## src/rtl/bidir_bus_pkg.sv

```systemverilog
// ============================================================================
//  Module      : bidir_bus_pkg
//  Description : Shared types and constants for the half-duplex pad bus
//                controller (FSM states, turnaround destination, counter width).
//  Revision    : 1.0 - initial release
// ============================================================================
`default_nettype none

package bidir_bus_pkg;

    localparam int TURN_CYCLES_MAX = 15;
    localparam int TURN_CNT_W      = $clog2(TURN_CYCLES_MAX + 1);

    typedef enum logic [1:0] {
        IDLE   = 2'd0,
        DRIVE  = 2'd1,
        TURN   = 2'd2,
        LISTEN = 2'd3
    } bidir_state_t;

    typedef enum logic [0:0] {
        DIR_IDLE   = 1'b0,
        DIR_LISTEN = 1'b1
    } bidir_dir_t;

endpackage

`default_nettype wire

```

## src/rtl/bidir_turn_timer.sv

```systemverilog
// ============================================================================
//  Module      : bidir_turn_timer
//  Description : Loadable down-counter; done is high while the count is zero.
//  Revision    : 1.0 - initial release
// ============================================================================
`default_nettype none

module bidir_turn_timer
    import bidir_bus_pkg::*;
(
    input  logic                  clk,
    input  logic                  rst,
    input  logic                  load_i,
    input  logic [TURN_CNT_W-1:0] load_val_i,
    input  logic                  en_i,
    output logic                  done_o
);

    logic [TURN_CNT_W-1:0] count_q;
    logic [TURN_CNT_W-1:0] count_d;

    always_comb begin
        count_d = count_q;
        if (load_i) begin
            count_d = load_val_i;
        end else if (en_i && (count_q != '0)) begin
            count_d = count_q - 1'b1;
        end
    end

    always_ff @(posedge clk) begin
        if (rst) begin
            count_q <= '0;
        end else begin
            count_q <= count_d;
        end
    end

    assign done_o = (count_q == '0);

endmodule

`default_nettype wire

```

## src/rtl/bidir_bus_ctrl.sv

```systemverilog
// ============================================================================
//  Module      : bidir_bus_ctrl
//  Description : Half-duplex controller for a shared bidirectional pad bus with
//                a turnaround FSM. Optional even parity via BIDIR_BUS_PARITY_EN.
//  Revision    : 1.0 - initial release
// ============================================================================
`default_nettype none

module bidir_bus_ctrl
    import bidir_bus_pkg::*;
#(
    parameter int WIDTH       = 4,
    parameter int TURN_CYCLES = 1
) (
    input  logic             clk,
    input  logic             rst,
    input  logic             tx_valid,
    output logic             tx_ready,
    input  logic [WIDTH-1:0] tx_data,
    input  logic             remote_req,
    output logic             rx_valid,
    output logic [WIDTH-1:0] rx_data,
`ifdef BIDIR_BUS_PARITY_EN
    output logic [WIDTH:0]   bus_out,
    output logic             bus_oe,
    input  logic [WIDTH:0]   bus_in,
    output logic             rx_perr,
`else
    output logic [WIDTH-1:0] bus_out,
    output logic             bus_oe,
    input  logic [WIDTH-1:0] bus_in,
`endif
    output logic             busy
);

`ifdef BIDIR_BUS_PARITY_EN
    localparam int BUS_W = WIDTH + 1;
`else
    localparam int BUS_W = WIDTH;
`endif

    localparam logic [TURN_CNT_W-1:0] TURN_LOAD = TURN_CNT_W'(TURN_CYCLES - 1);

    bidir_state_t     state_q, state_d;
    bidir_dir_t       dir_q, dir_d;
    logic [BUS_W-1:0] bus_out_q, bus_out_d;
    logic             bus_oe_q, bus_oe_d;
    logic [WIDTH-1:0] rx_data_q, rx_data_d;
    logic             rx_valid_q, rx_valid_d;
    logic             rx_perr_q, rx_perr_d;
    logic [BUS_W-1:0] tx_word;
    logic             cap_perr;
    logic             tx_hs;
    logic             turn_load;
    logic             turn_done;

`ifdef BIDIR_BUS_PARITY_EN
    assign tx_word  = {^tx_data, tx_data};
    assign cap_perr = bus_in[WIDTH] ^ (^bus_in[WIDTH-1:0]);
`else
    assign tx_word  = tx_data;
    assign cap_perr = 1'b0;
`endif

    // Gated by rst so nothing is accepted in a cycle that reset will discard.
    assign tx_ready = !rst && !remote_req && ((state_q == IDLE) || (state_q == DRIVE));
    assign tx_hs    = tx_valid && tx_ready;

    always_comb begin
        state_d    = state_q;
        dir_d      = dir_q;
        bus_out_d  = bus_out_q;
        bus_oe_d   = 1'b0;
        rx_data_d  = rx_data_q;
        rx_valid_d = 1'b0;
        rx_perr_d  = 1'b0;
        turn_load  = 1'b0;
        case (state_q)
            IDLE: begin
                if (remote_req) begin
                    state_d = LISTEN;
                end else if (tx_hs) begin
                    bus_out_d = tx_word;
                    bus_oe_d  = 1'b1;
                    state_d   = DRIVE;
                end
            end
            DRIVE: begin
                if (tx_hs) begin
                    bus_out_d = tx_word;
                    bus_oe_d  = 1'b1;
                end else begin
                    state_d   = TURN;
                    turn_load = 1'b1;
                    dir_d     = remote_req ? DIR_LISTEN : DIR_IDLE;
                end
            end
            TURN: begin
                if (turn_done) begin
                    // A remote that gave up during turnaround leaves us idle.
                    state_d = ((dir_q == DIR_LISTEN) && remote_req) ? LISTEN : IDLE;
                end
            end
            LISTEN: begin
                if (remote_req) begin
                    rx_data_d  = bus_in[WIDTH-1:0];
                    rx_valid_d = 1'b1;
                    rx_perr_d  = cap_perr;
                end else begin
                    state_d   = TURN;
                    turn_load = 1'b1;
                    dir_d     = DIR_IDLE;
                end
            end
            default: begin
                state_d = IDLE;
            end
        endcase
    end

    always_ff @(posedge clk) begin
        if (rst) begin
            state_q    <= IDLE;
            dir_q      <= DIR_IDLE;
            bus_out_q  <= '0;
            bus_oe_q   <= 1'b0;
            rx_data_q  <= '0;
            rx_valid_q <= 1'b0;
            rx_perr_q  <= 1'b0;
        end else begin
            state_q    <= state_d;
            dir_q      <= dir_d;
            bus_out_q  <= bus_out_d;
            bus_oe_q   <= bus_oe_d;
            rx_data_q  <= rx_data_d;
            rx_valid_q <= rx_valid_d;
            rx_perr_q  <= rx_perr_d;
        end
    end

    bidir_turn_timer u_turn_timer (
        .clk        (clk),
        .rst        (rst),
        .load_i     (turn_load),
        .load_val_i (TURN_LOAD),
        .en_i       (state_q == TURN),
        .done_o     (turn_done)
    );

    assign bus_out  = bus_out_q;
    assign bus_oe   = bus_oe_q;
    assign rx_data  = rx_data_q;
    assign rx_valid = rx_valid_q;
    assign busy     = (state_q != IDLE);

`ifdef BIDIR_BUS_PARITY_EN
    assign rx_perr = rx_perr_q;
`else
    logic unused_perr;
    assign unused_perr = rx_perr_q ^ rx_perr_d;
`endif

endmodule

`default_nettype wire

```

## config.mk

```make
export PLATFORM = sky130hd
export DESIGN_NAME = bidir_bus_ctrl
export DESIGN_NICKNAME = d
export VERILOG_FILES = /design/src/rtl/bidir_bus_pkg.sv /design/src/rtl/bidir_turn_timer.sv /design/src/rtl/bidir_bus_ctrl.sv
export SDC_FILE = /design/constraint.sdc
export NUM_CORES = 1
export LEC_CHECK = 0
export CORE_MARGIN = 2
export CORE_UTILIZATION = 40
export CTS_CLUSTER_SIZE = 28
export DETAILED_ROUTE_END_ITERATION = 16
export PLACE_DENSITY = 0.7
export SETUP_SLACK_MARGIN = 0.5
export SLEW_MARGIN = 20
export SYNTH_ARGS = -nofsm -noshare
export SYNTH_HDL_FRONTEND = slang
export SYNTH_HIERARCHICAL = 1
export SYNTH_SLANG_ARGS = --single-unit
```

## constraint.sdc

```tcl
create_clock -name clk -period 4.6 [get_ports clk]
set_clock_uncertainty 0.1 [all_clocks]
set_input_delay 0.46 -clock clk [delete_from_list [all_inputs] [get_ports clk]]
set_output_delay 0.46 -clock clk [all_outputs]
set_load 0.01 [all_outputs]
```

Word level (Yosys, flattened, before mapping)
Cells that the tools add are included.

cells by class
  reduce and logical (&&, ||, !) cells = 20
  mux-type cells = 20
  bitwise logic cells = 1
  equality and inequality tests = 8
  add/subtract/negate cells = 1

operators with widths
  operator                                                                count
  2-bit two-way mux                                                       6
  4-bit two-way mux                                                       2
  2-bit != test (second input constant)                                   4
  2-bit case mux with 4 select lines                                      1
  4-bit case mux with 2 select lines                                      1
  1-bit two-way mux                                                       7
  1-bit case mux with 2 select lines                                      3
  2-bit nonzero test                                                      3
  1-bit logical AND                                                       5
  2-bit equality test (second input constant)                             2
  4-bit logical NOT                                                       1
  2-bit AND reduction                                                     2
  4-bit AND reduction                                                     1
  4-bit nonzero test                                                      1
  2-bit OR reduction                                                      2
  4-bit by 1-bit subtractor with 4-bit output (second input constant)     1
  3-bit != test (second input constant)                                   1
  3-bit AND reduction                                                     1
  2-bit by 1-bit equality test with 1-bit output (second input constant)  1
  1-bit logical NOT                                                       2
  2-bit logical NOT                                                       1
  1-bit logical OR                                                        1
  1-bit NOT                                                               1

word-level totals
  register bits = 17
  output and inout bits = 12
  input bits = 12
  word-level logic and storage cells = 57

Logic depth before layout (Yosys ltp)
  word-level depth = 7
  gate-level depth with buffers = 7

Hierarchy
The synthesis kept the hierarchy.

by module, submodules not included
  module            times used  area each (µm²)  cells each
  bidir_bus_ctrl    1           528.0            54
  bidir_turn_timer  1           262.8            29

Worst setup path before layout
Ideal clock, no wire load.

  path kind = input to register
  start point = in remote_req
  end point = reg u_turn_timer.count_q[1]
  setup time = 0.122 ns
  setup slack = 2.766 ns
  path buffers = 1
  required time = 4.378 ns
  cell stages on the path = 5
  arrival time = 1.612 ns
  cells stage by stage = buf_6 -> nor4b_4 -> a211oi_1 -> nor3_1 -> a311o_1

between the ends
  word-level cells in the longest chain between the ends = 7
  elaborated cells between the ends (all ways) = 8
  classes of those cells = mux (3); reduce/logical (5)

ends and longest elaborated chain
  item                                    RTL line                source
  start: declaration                      bidir_bus_ctrl.sv:20    input logic remote_req,
  1-bit logical NOT                       bidir_bus_ctrl.sv:66    assign tx_ready = !rst && !remote_req && ((state_q == IDLE) || (state_q == DRIVE));
  1-bit logical AND (2 in a row)          bidir_bus_ctrl.sv:66
  1-bit logical AND                       bidir_bus_ctrl.sv:67    assign tx_hs = tx_valid && tx_ready;
  1-bit two-way mux                       bidir_bus_ctrl.sv:89    if (tx_hs) begin
  1-bit case mux with 2 select lines (*)  bidir_bus_ctrl.sv:78    case (state_q)
  via turn_load                           bidir_bus_ctrl.sv:54    logic turn_load;
  2-bit OR reduction (no line) (*)        n/a
  end signal: assignment                  bidir_turn_timer.sv:35  count_q <= count_d;
  end: declaration                        bidir_turn_timer.sv:19  logic [TURN_CNT_W-1:0] count_q;

Mark *: on every way through the listed nets, which the timed path passes. The rest lies on a longest branch.
A chain may end at the register's enable or synchronous reset.

Worst setup path in the final report
  start point = in rst
  end point = out tx_ready

between the ends
  word-level cells in the longest chain between the ends = 3

ends and longest elaborated chain
  item                            RTL line              source
  start: declaration              bidir_bus_ctrl.sv:16  input logic rst,
  1-bit logical NOT               bidir_bus_ctrl.sv:66
  1-bit logical AND (2 in a row)  bidir_bus_ctrl.sv:66
  end: declaration                bidir_bus_ctrl.sv:18  output logic tx_ready,

Every way passes these cells.

==> flow_summary.toml <==
[clock_network]
hold_buffers = 0
clk_path_buf_depth = 2
cts_resized = 0
htreeDepth = 1
numCtsBuffers = 3
clk_latency_ns = 0.30
cts.clk_slew.worst_paths_ns = 0.11
clkSinkCount = 17
clock-root-buffer = "clkbuf_4"
cts_setup_buffers = 0
cts_tree = "yes"

[yosys]
ys_ff_latch = 17
synth_flop_cell = "dfxtp_1"
synth_warnings = 6
synth_area_per_cell_um2 = 9.53
synth-edff-count = 0
synth_top_area_share_pct = 43.0
synthArstFlopShare_pct = 0
yosysTopAreaCell = "dfxtp_1"
synthCells = 83
yosysUniqueCellTypes = 29
syn_area_um2 = 791
synth_area_leaders = "dfxtp_1, mux2i_1, nor2_1"
synth_seq_area_share_pct = 43.0

[timing]
finalSetupViolCount = 0
tns_ns = 0
timing.fmax_mhz = 362
layout_setup_ws_ns = 1.84
hold_slack_ns = 0.407
maxSlewHeadroom_pct = 44.9
worst_slew_pin_slew_ns = 0.823
maxSlewViolCount = 0
fin_crit_ns = 2.76
rsz0062_at_grt = "no"
fin_crit_sh_pct = 60.0
finalHoldViolCount = 0

[detailed_routing]
wl_mm = 1.54
via_per_inst = 4.82
drc_errors = 0
wire_per_inst_um = 11.2
antenna_left = 0
first_pass_iters = 4
vias = 661
drt-initial-drc-count = 9

[die]
num_rows = 16
core_area_um2 = 1920
die_h_um = 48.5
initial_core_util_pct = 41.1
die-area_um2 = 2350
die_w_um = 48.5
io-pin-count = 24

[critical_path]
reg2reg_from = "state_q[1]"
crit_end = "tx_ready"
r2r_setup_slack_ns = 2.53
cp_max_fo = 20
cp-end-kind = "output pin"
cp.required_ns = 4.04
start_kind = "input port"
crit_type = "in2out"
critPathLaunch = "rst"
reg2reg_depth = 4
reg2reg_to = "u_turn_timer/count_q[2]"
arrival_ns = 2.20

[place]
postPlaceCellArea_um2 = 1050
place_ws_ns = 1.64
dp_hpwl_mm = 1.09
globalplace.congestion = 0.694
port_buffers = 23

[cells_and_area]
fillers = 185
final_cell_area_um2 = 1080
diodes = 0
layout-drive-gt1-share_pct = 8.18
synthToLayoutAreaGrowth_pct = 36.1
fin_nets = 124

[global_routing]
grt_pass1_wl_mm = 2.66
grt_antenna_before_repair = 0
grt_max_degree = 21
grt_overflow_total = 0
grt_pass1_vias = 616
track_usage_pct = 14.4

[flow_run]
drv_cap = 0

[pwr]
power_w = 0.000344
vdd_drop_max_v = 0.000217
power_leakage_nw = 0.417
power_density_nw_per_um2 = 319

[status]
status = "complete, no violations"

[min_path]
min_path_type = "reg2reg"
cell usage in the layout (no fill, tap or decap):
master / netlist / routed
nor4b_4: 1 / 1
a31oi_1: 1 / 1
clkbuf_4: 0 / 3
nand4b_1: 1 / 1
nand2_1: 5 / 5
nor2b_1: 1 / 1
nand2b_1: 1 / 1
a21o_1: 2 / 2
a221oi_1: 1 / 1
a211oi_1: 2 / 2
nand3_1: 3 / 3
or3b_4: 1 / 1
or2_2: 1 / 1
o21ai_0: 1 / 1
a2111oi_4: 1 / 1
a311oi_1: 2 / 2
a21oi_1: 1 / 1
nor3_1: 3 / 3
clkdlybuf4s50_1: 0 / 23
nor2_1: 14 / 14
mux2i_1: 9 / 9
nor4b_2: 1 / 1
o221ai_1: 1 / 1
inv_1: 7 / 7
a311o_1: 1 / 1
clkinvlp_4: 0 / 1
conb_1: 1 / 4
dfxtp_1: 17 / 17
ha_1: 1 / 1
registers in the layout, summed over array words and instances, names as in the netlist:
| signal | flops |
|---|---|
| bus_out | 4 |
| dir_q | 1 |
| u_turn_timer/count_q | 4 |
| state_q | 2 |
| rx_data | 4 |
| rx_valid | 1 |
| bus_oe | 1 |
critical path: stages:
cell	delay [ns]
clkdlybuf4s50_1	0.82
nor3_1	0.32
clkdlybuf4s50_1	0.59
cells in the mapped netlist, types with 2 or more instances:
| cell | number |
|---|---|
| nand2_1 | 5 |
| nor3_1 | 3 |
| nand3_1 | 3 |
| mux2i_1 | 9 |
| dfxtp_1 | 17 |
| a311oi_1 | 2 |
| a21o_1 | 2 |
| nor2_1 | 14 |
| inv_1 | 7 |
| a211oi_1 | 2 |
worst min path at each step:
stage | start | to | cells after the start
after floorplan | dir_q | dir_q | 2
after global placement | bus_out[2] | bus_out[2] | 2
after detailed placement | bus_out[3] | bus_out[3] | 2
after CTS | rx_data[2] | rx_data[2] | 2
after global routing | bus_out[0] | bus_out[0] | 2
final | rx_data[2] | rx_data[2] | 2
stage by stage:
| step | utilization (%) | instances |
|---|---|---|
| floorplan | - | 86 |
| global placement | 54.4 | 133 |
| detailed placement | 54.4 | 133 |
| finish | 56.0 | 137 |
| global route | 56.0 | 137 |
| CTS | 56.0 | 137 |
layer usage:
metal  vias to the layer above  GRT usage (%)  share of wire (%)
li1                        341              -                  -
met1                       301           18.1                 46
met2                        19           22.9                 47
met3                         0           7.41                6.8
met4                         0           1.43                  0
met5                         -              0                  0
report_power, final:
part / internal, W / switching [W] / total [W]
Combinational: 0.0000447 / 0.0000426 / 0.0000872
Clock: 0.0000331 / 0.0000528 / 0.0000859
Sequential: 0.000158 / 0.0000121 / 0.000170
kinds of logic after synthesis:
group | Yosys count | synth area share, %
AND/OR/NAND/NOR | 32 | 22.6
multiplexers | 9 | 11.4
AO/OA/AOI/OAI | 13 | 15.0
adder cells (fa/ha/maj) | 1 | 1.58
buffers and inverters | 10 | 5.85
flip-flops | 17 | 43.0
other | 1 | 0.474
layout make-up:
class,count,area [um^2],area share [%]
sequential,17,340,31.6
timing repair buffer,23,230,21.4
tap,27,33.8,3.14
clock buffer,3,22.5,2.09
inverter,7,26.3,2.44
multi-input combinational,59,415,38.6
clock inverter,1,7.51,0.698
Power figures use the tool's default switching activity.
